File: src/rtl/urv_divide_iter_if.sv
// Execute-stage handshake and operand bundle between the uRV core and the iterative divider.
interface urv_divide_iter_if #(
    parameter int g_width = 32
);
    logic               x_stall_i;
    logic               x_kill_i;
    logic               x_stall_req_o;
    logic               d_valid_i;
    logic               d_is_divide_i;
    logic [2:0]         d_fun_i;
    logic [g_width-1:0] d_rs1_i;
    logic [g_width-1:0] d_rs2_i;
    logic [g_width-1:0] x_rd_o;
    logic               x_busy_o;

    // The divider is the slave; the execute stage is the master.
    modport slave (
        input  x_stall_i, x_kill_i, d_valid_i, d_is_divide_i, d_fun_i, d_rs1_i, d_rs2_i,
        output x_stall_req_o, x_rd_o, x_busy_o
    );

    modport master (
        output x_stall_i, x_kill_i, d_valid_i, d_is_divide_i, d_fun_i, d_rs1_i, d_rs2_i,
        input  x_stall_req_o, x_rd_o, x_busy_o
    );
endinterface

File: src/rtl/urv_divide_iter.sv
// Iterative restoring divider for RISC-V DIV/DIVU/REM/REMU, g_bits_per_cycle quotient bits per cycle.
// Divide-by-zero and signed overflow bypass the iteration and finish in one cycle.
module urv_divide_iter #(
    parameter int g_width          = 32,
    parameter int g_bits_per_cycle = 1
) (
    input  logic             clk_i,
    input  logic             rst_i,
    urv_divide_iter_if.slave div_if
);

    localparam int N  = g_width / g_bits_per_cycle;
    localparam int CW = $clog2(N + 1);
    localparam logic [g_width-1:0] MIN_VAL = {1'b1, {(g_width-1){1'b0}}};

    typedef enum logic [1:0] {
        S_IDLE,
        S_BUSY,
        S_FIXUP,
        S_DONE
    } state_t;

    state_t             state_q, state_d;
    logic [CW-1:0]      cnt_q, cnt_d;
    logic [g_width-1:0] rem_q, rem_d;
    logic [g_width-1:0] dvd_q, dvd_d;
    logic [g_width-1:0] divisor_q, divisor_d;
    logic               neg_quo_q, neg_quo_d;
    logic               neg_rem_q, neg_rem_d;
    logic               rem_sel_q, rem_sel_d;
    logic [g_width-1:0] x_rd_q, x_rd_d;

    logic               start;
    logic               op_signed;
    logic               rs1_neg, rs2_neg;
    logic               div_zero, overflow;
    logic               stall_req;
    logic [g_width-1:0] step_rem, step_dvd;
    logic [g_width+1:0] trial;
    logic [g_width-1:0] quo_fix, rem_fix;

    assign start     = div_if.d_valid_i & div_if.d_is_divide_i & ~div_if.x_kill_i & (state_q == S_IDLE);
    assign op_signed = div_if.d_fun_i[2] & ~div_if.d_fun_i[0];
    assign rs1_neg   = op_signed & div_if.d_rs1_i[g_width-1];
    assign rs2_neg   = op_signed & div_if.d_rs2_i[g_width-1];
    assign div_zero  = (div_if.d_rs2_i == '0);
    assign overflow  = op_signed & (div_if.d_rs1_i == MIN_VAL) & (div_if.d_rs2_i == '1);

    // Unrolled restoring steps; the quotient shifts into dvd from the right as the dividend leaves.
    always_comb begin
        step_rem = rem_q;
        step_dvd = dvd_q;
        trial    = '0;
        for (int i = 0; i < g_bits_per_cycle; i++) begin
            trial = {1'b0, step_rem, step_dvd[g_width-1]} - {2'b00, divisor_q};
            // A non-negative difference is below the divisor, so bit g_width is clear as well.
            if (trial[g_width+1:g_width] == 2'b00) begin
                step_rem = trial[g_width-1:0];
                step_dvd = {step_dvd[g_width-2:0], 1'b1};
            end else begin
                step_rem = {step_rem[g_width-2:0], step_dvd[g_width-1]};
                step_dvd = {step_dvd[g_width-2:0], 1'b0};
            end
        end
    end

    assign quo_fix = neg_quo_q ? -dvd_q : dvd_q;
    assign rem_fix = neg_rem_q ? -rem_q : rem_q;

    always_comb begin
        // NOTE: every signal written here gets a default first, so no path can infer a latch.
        state_d   = state_q;
        cnt_d     = cnt_q;
        rem_d     = rem_q;
        dvd_d     = dvd_q;
        divisor_d = divisor_q;
        neg_quo_d = neg_quo_q;
        neg_rem_d = neg_rem_q;
        rem_sel_d = rem_sel_q;
        x_rd_d    = x_rd_q;

        unique case (state_q)
            S_IDLE: begin
                if (start) begin
                    dvd_d     = rs1_neg ? -div_if.d_rs1_i : div_if.d_rs1_i;
                    divisor_d = rs2_neg ? -div_if.d_rs2_i : div_if.d_rs2_i;
                    rem_d     = '0;
                    neg_quo_d = rs1_neg ^ rs2_neg;
                    neg_rem_d = rs1_neg;
                    rem_sel_d = div_if.d_fun_i[1];
                    if (div_zero || overflow) begin
                        if (div_if.d_fun_i[1])
                            x_rd_d = div_zero ? div_if.d_rs1_i : '0;
                        else
                            x_rd_d = div_zero ? '1 : MIN_VAL;
                        state_d = S_DONE;
                    end else begin
                        cnt_d   = '0;
                        state_d = S_BUSY;
                    end
                end
            end
            S_BUSY: begin
                rem_d = step_rem;
                dvd_d = step_dvd;
                cnt_d = cnt_q + 1'b1;
                if (cnt_q == CW'(N - 1))
                    state_d = S_FIXUP;
            end
            S_FIXUP: begin
                x_rd_d  = rem_sel_q ? rem_fix : quo_fix;
                state_d = S_DONE;
            end
            S_DONE: begin
                if (!div_if.x_stall_i)
                    state_d = S_IDLE;
            end
        endcase

        // A kill abandons whatever is in flight and leaves the last delivered result in place.
        if (div_if.x_kill_i) begin
            state_d = S_IDLE;
            x_rd_d  = x_rd_q;
        end
    end

    always_comb begin
        stall_req = 1'b0;
        if (!rst_i && !div_if.x_kill_i)
            stall_req = start | (state_q == S_BUSY) | (state_q == S_FIXUP);
    end

    // NOTE: datapath registers are reset along with the control state so no X ever reaches x_rd_o.
    always_ff @(posedge clk_i or posedge rst_i) begin
        if (rst_i) begin
            state_q   <= S_IDLE;
            cnt_q     <= '0;
            rem_q     <= '0;
            dvd_q     <= '0;
            divisor_q <= '0;
            neg_quo_q <= 1'b0;
            neg_rem_q <= 1'b0;
            rem_sel_q <= 1'b0;
            x_rd_q    <= '0;
        end else begin
            // NOTE: non-blocking so every register samples the pre-edge values computed above.
            state_q   <= state_d;
            cnt_q     <= cnt_d;
            rem_q     <= rem_d;
            dvd_q     <= dvd_d;
            divisor_q <= divisor_d;
            neg_quo_q <= neg_quo_d;
            neg_rem_q <= neg_rem_d;
            rem_sel_q <= rem_sel_d;
            x_rd_q    <= x_rd_d;
        end
    end

    assign div_if.x_stall_req_o = stall_req;
    assign div_if.x_rd_o        = x_rd_q;
    assign div_if.x_busy_o      = (state_q != S_IDLE);

endmodule

File: src/flat_wrapper.sv
// flat-port wrapper written by rule: the top's interface ports become plain ports
module urv_divide_iter_flat 
#(
    parameter int g_width          = 32,
    parameter int g_bits_per_cycle = 1
)
  (clk_i, rst_i, div_if_x_stall_i, div_if_x_kill_i, div_if_d_valid_i, div_if_d_is_divide_i, div_if_d_fun_i, div_if_d_rs1_i, div_if_d_rs2_i, div_if_x_stall_req_o, div_if_x_rd_o, div_if_x_busy_o);
  urv_divide_iter_if #(.g_width(g_width)) div_if_i ();
  input  logic clk_i;
  input  logic rst_i;
  input wire logic [$bits(div_if_i.x_stall_i)-1:0] div_if_x_stall_i;
  input wire logic [$bits(div_if_i.x_kill_i)-1:0] div_if_x_kill_i;
  input wire logic [$bits(div_if_i.d_valid_i)-1:0] div_if_d_valid_i;
  input wire logic [$bits(div_if_i.d_is_divide_i)-1:0] div_if_d_is_divide_i;
  input wire logic [$bits(div_if_i.d_fun_i)-1:0] div_if_d_fun_i;
  input wire logic [$bits(div_if_i.d_rs1_i)-1:0] div_if_d_rs1_i;
  input wire logic [$bits(div_if_i.d_rs2_i)-1:0] div_if_d_rs2_i;
  output wire logic [$bits(div_if_i.x_stall_req_o)-1:0] div_if_x_stall_req_o;
  output wire logic [$bits(div_if_i.x_rd_o)-1:0] div_if_x_rd_o;
  output wire logic [$bits(div_if_i.x_busy_o)-1:0] div_if_x_busy_o;
  assign div_if_i.x_stall_i = div_if_x_stall_i;
  assign div_if_i.x_kill_i = div_if_x_kill_i;
  assign div_if_i.d_valid_i = div_if_d_valid_i;
  assign div_if_i.d_is_divide_i = div_if_d_is_divide_i;
  assign div_if_i.d_fun_i = div_if_d_fun_i;
  assign div_if_i.d_rs1_i = div_if_d_rs1_i;
  assign div_if_i.d_rs2_i = div_if_d_rs2_i;
  assign div_if_x_stall_req_o = div_if_i.x_stall_req_o;
  assign div_if_x_rd_o = div_if_i.x_rd_o;
  assign div_if_x_busy_o = div_if_i.x_busy_o;
  urv_divide_iter #(.g_width(g_width), .g_bits_per_cycle(g_bits_per_cycle)) u_core (.clk_i(clk_i), .rst_i(rst_i), .div_if(div_if_i));
endmodule
File: config.mk
export PLATFORM = sky130hd
export DESIGN_NAME = urv_divide_iter_flat
export DESIGN_NICKNAME = d
export VERILOG_FILES = /design/src/rtl/urv_divide_iter_if.sv /design/src/rtl/urv_divide_iter.sv /design/src/flat_wrapper.sv
export SDC_FILE = /design/constraint.sdc
export NUM_CORES = 1
export LEC_CHECK = 0
export ABC_AREA = 1
export CORE_UTILIZATION = 30
export CTS_BUF_LIST = sky130_fd_sc_hd__clkbuf_8
export CTS_CLUSTER_DIAMETER = 30
export DETAILED_ROUTE_END_ITERATION = 7
export SLEW_MARGIN = 0
export SYNTH_ARGS = -nofsm -noshare
export SYNTH_HDL_FRONTEND = slang
export SYNTH_SLANG_ARGS = --single-unit
File: constraint.sdc
create_clock -name clk_i -period 5.9 [get_ports clk_i]
set_input_delay 1.18 -clock clk_i [delete_from_list [all_inputs] [get_ports clk_i]]
set_output_delay 1.18 -clock clk_i [all_outputs]
set_load 0.01 [all_outputs]
==> impl_metrics.py <==
metrics = {
    "placement": {
        "port-buffer-count": 106,
        "dp_cells": 2748,
        "place_ws_ps": 1436,
        "dp_hpwl_um": 35830,
        "place.gp.congestion": 0.9144,
    },
    "synthesis": {
        "synth.distinct_cells": 46,
        "synthArstFlopShare": 1.000,
        "avgSynthCellArea_um2": 5.973,
        "yosysSeqAreaShare": 0.2690,
        "yosys_warnings": 0,
        "ys_ff_latch": 139,
        "synth_edf_count": 0,
        "ys.flop_type": "dfrtp_1",
        "synth_nets": 2282,
        "syn_area_um2": 12930,
        "synthCells": 2165,
    },
    "drt": {
        "vias": 14130,
        "finalWirelength_um": 45920,
        "wire_per_inst_um": 16.51,
        "drt_iter0_markers": 1199,
        "via_per_inst": 5.079,
        "antenna_left": 0,
        "drtPass1Iterations": 6,
        "route.detailed.drc": 0,
    },
    "pwr": {
        "pwr-share-comb": 0.569,
        "ir_worst_vdd_v": 0.0003817,
        "power_density_nw_per_um2": 370.8,
        "internal-power_mw": 2.712,
        "swShare": 0.5069,
        "seqPwrFrac": 0.277,
        "p_clk_frac": 0.155,
        "p_sw_mw": 2.788,
        "total_power_mw": 5.500,
        "p_leak_nw": 7.598,
    },
    "clock_tree": {
        "cts_hold_buf": 0,
        "ctsRootBufferMaster": "clkbuf_8",
        "cts_tree": "done",
        "ctsResizeCount": 0,
        "post_cts_buffers": 0,
        "clk_latency_ps": 510,
        "htreeDepth": 4,
        "cts.sinks": 139,
        "clockBufferDepth": 2,
        "cts.clk_slew.worst_paths_ps": 80,
        "cts_made_buffers": 17,
    },
    "job": {
        "maxCapViolCount": 0,
    },
    "global_route": {
        "antenna_found_initial": 1,
        "grt_pass1_wl_um": 72650,
        "grt_use_total": 0.2100,
        "first_global_vias": 13290,
        "grt_max_degree": 103,
        "grt_overflow": 0,
    },
    "die": {
        "die_area_um2": 43940,
        "num_rows": 75,
        "die_w_um": 209.6,
        "num_io_pins": 107,
        "die_y_um": 209.6,
        "core-area_um2": 42230,
        "start_util": 0.3063,
    },
    "cells_and_area": {
        "finalNonFillerCells": 2781,
        "fin_nets": 2345,
        "area_delta_synth_final_pct": 14.70,
        "post_route_cells_drive_above_1_share": 0.03793,
    },
    "sta": {
        "relSlewSlack": 0.2204,
        "period_needed_ps": 4377,
        "max_slew.worst_pin.slew_ps": 1168,
        "rsz0062_at_grt": "no",
        "tns_ps": 0,
        "min_period_over_period": 0.7419,
        "drv_slew": 0,
        "finalWorstSetupSlack_ps": 1523,
        "final_hold_viol_count": 0,
        "finClkSkew_ps": 21.03,
        "fmax_mhz": 228.5,
        "setup_viol": 0,
    },
    "hold_path": {
        "hp-class": "register to register",
    },
    "critical_path": {
        "path_class": "primary input to primary output",
        "crit_required_ps": 4720,
        "critPathMaxFanout": 27,
        "path_buf_inv": 4,
        "path_delay_family": "buffers and inverters",
        "critical_path.max_stage_delay_ps": 590,
        "slowest_stage": "clkdlybuf4s50_1",
        "endpoint_kind": "primary output",
        "path_cells": "clkdlybuf4s50_1 > nand3b_1 > nor2_2 > buf_4 > inv_1 > a311oi_1 > clkdlybuf4s50_1",
        "worstSetupStartpointType": "primary input",
        "r2r_slack_ps": 2340,
        "cp.arrival_ps": 3200,
        "cp_common_cell": "clkdlybuf4s50_1",
    },
    "status": {
        "status": "finished, final reports clean",
    },
}
cells by family after synthesis:
group                    count (synthesis)  synth area share
AO/OA/AOI/OAI                          308            0.1277
XOR/XNOR                                53           0.03589
AND/OR/NAND/NOR                       1244            0.4099
adder cells (fa/ha/maj)                 44           0.04315
flip-flops                             139            0.2690
buffers and inverters                  377            0.1144
worst register-to-register path: cells and delay by family, from the launching register on:
kind                       cells  cell delay (ps)
buffers and inverters          8             2470
adders and majority gates      1              260
DFF                            1              410
and+or+nand+nor                4              350
power groups by stage:
stage,Sequential [mW],Combinational [mW],Clock [mW]
floorplan,1.46,2.15,0
global placement,1.53,3.07,0
detailed placement,1.53,3.09,0
CTS,1.52,3.11,0.865
global route,1.56,3.53,0.899
finish,1.52,3.13,0.852
metal layers:
| metal | GRT usage | up-vias | wire length, um |
|---|---|---|---|
| met5 | 0 | - | 0 |
| met3 | 0.02215 | 70 | 2136 |
| li1 | - | 7066 | - |
| met1 | 0.2948 | 6552 | 21970 |
| met4 | 0.07727 | 0 | 1240 |
| met2 | 0.3320 | 437 | 20570 |
final cells by class:
cell class,count,area [um^2]
Sequential cell,139,3478
Tap cell,539,674.4
Antenna cell,1,2.502
Inverter,302,1139
Multi-Input combinational cell,1649,7978
Clock buffer,18,247.7
Timing Repair Buffer,119,1159
Clock inverter,14,155.1
Fill cell,4752,27400
synth_stat cells (7+ instances only):
cell | number | area [um^2]
nor2_2 | 13 | 81.33
nor2_1 | 190 | 713.2
inv_1 | 295 | 1107
and2_1 | 10 | 62.56
nor3_1 | 20 | 100.1
o211ai_1 | 10 | 75.07
xnor2_1 | 20 | 175.2
clkbuf_1 | 49 | 183.9
a21oi_1 | 94 | 470.5
nand2_2 | 9 | 56.30
nand2_1 | 691 | 2594
nand3_1 | 240 | 1201
nand4_1 | 41 | 256.5
dfrtp_1 | 139 | 3478
nand3b_1 | 11 | 82.58
o21ai_0 | 156 | 780.8
or2_2 | 7 | 43.79
buf_2 | 15 | 75.07
ha_1 | 43 | 538.0
xor2_1 | 33 | 289.0
o21ai_1 | 15 | 75.07
sequential cells by signal (all words and copies together) (netlist names):
| register | cells |
|---|---|
| u_core.cnt_q | 6 |
| u_core.div_if.x_rd_o | 32 |
| u_core.divisor_q | 32 |
| u_core.dvd_q | 32 |
| u_core.neg_quo_q | 1 |
| u_core.neg_rem_q | 1 |
| u_core.rem_q | 32 |
| u_core.rem_sel_q | 1 |
| u_core.state_q | 2 |
cell usage in the layout, fill, tap and decap left out, drive strengths merged, types with 41 or more instances in the layout:
| master | instances |
|---|---|
| nor2 | 204 |
| dfrtp | 139 |
| nand4 | 41 |
| nand3 | 243 |
| inv | 308 |
| ha | 43 |
| o21ai | 171 |
| a21oi | 94 |
| nand2 | 702 |
| clkdlybuf4s50 | 106 |
per-stage QoR:
| step | utilization | hold WS [ps] | cell area, um^2 |
|---|---|---|---|
| finish | 0.3513 | 487.5 | 14830 |
| floorplan | - | 453.0 | 12930 |
| CTS | 0.3512 | 489.9 | 14830 |
| global route | 0.3513 | 516.4 | 14830 |
| detailed placement | 0.3417 | 464.6 | 14430 |
| global placement | 0.3417 | 468.0 | 14430 |
final timing paths:
| check | cells past startpoint | from | end |
|---|---|---|---|
| hold / removal | 2 | u_core.divisor_q[22] | u_core.divisor_q[22] |
| min in group asynchronous | 2 | rst_i | u_core.state_q[0] |
| max in group asynchronous | 3 | rst_i | u_core.div_if.x_rd_o[6] |
| setup / recovery | 7 | div_if_x_kill_i | div_if_x_stall_req_o |
| setup reg to reg | 13 | u_core.state_q[0] | u_core.rem_q[21] |
| hold reg to reg | 2 | u_core.divisor_q[22] | u_core.divisor_q[22] |
Note: power is estimated with default switching activity, not from simulation.
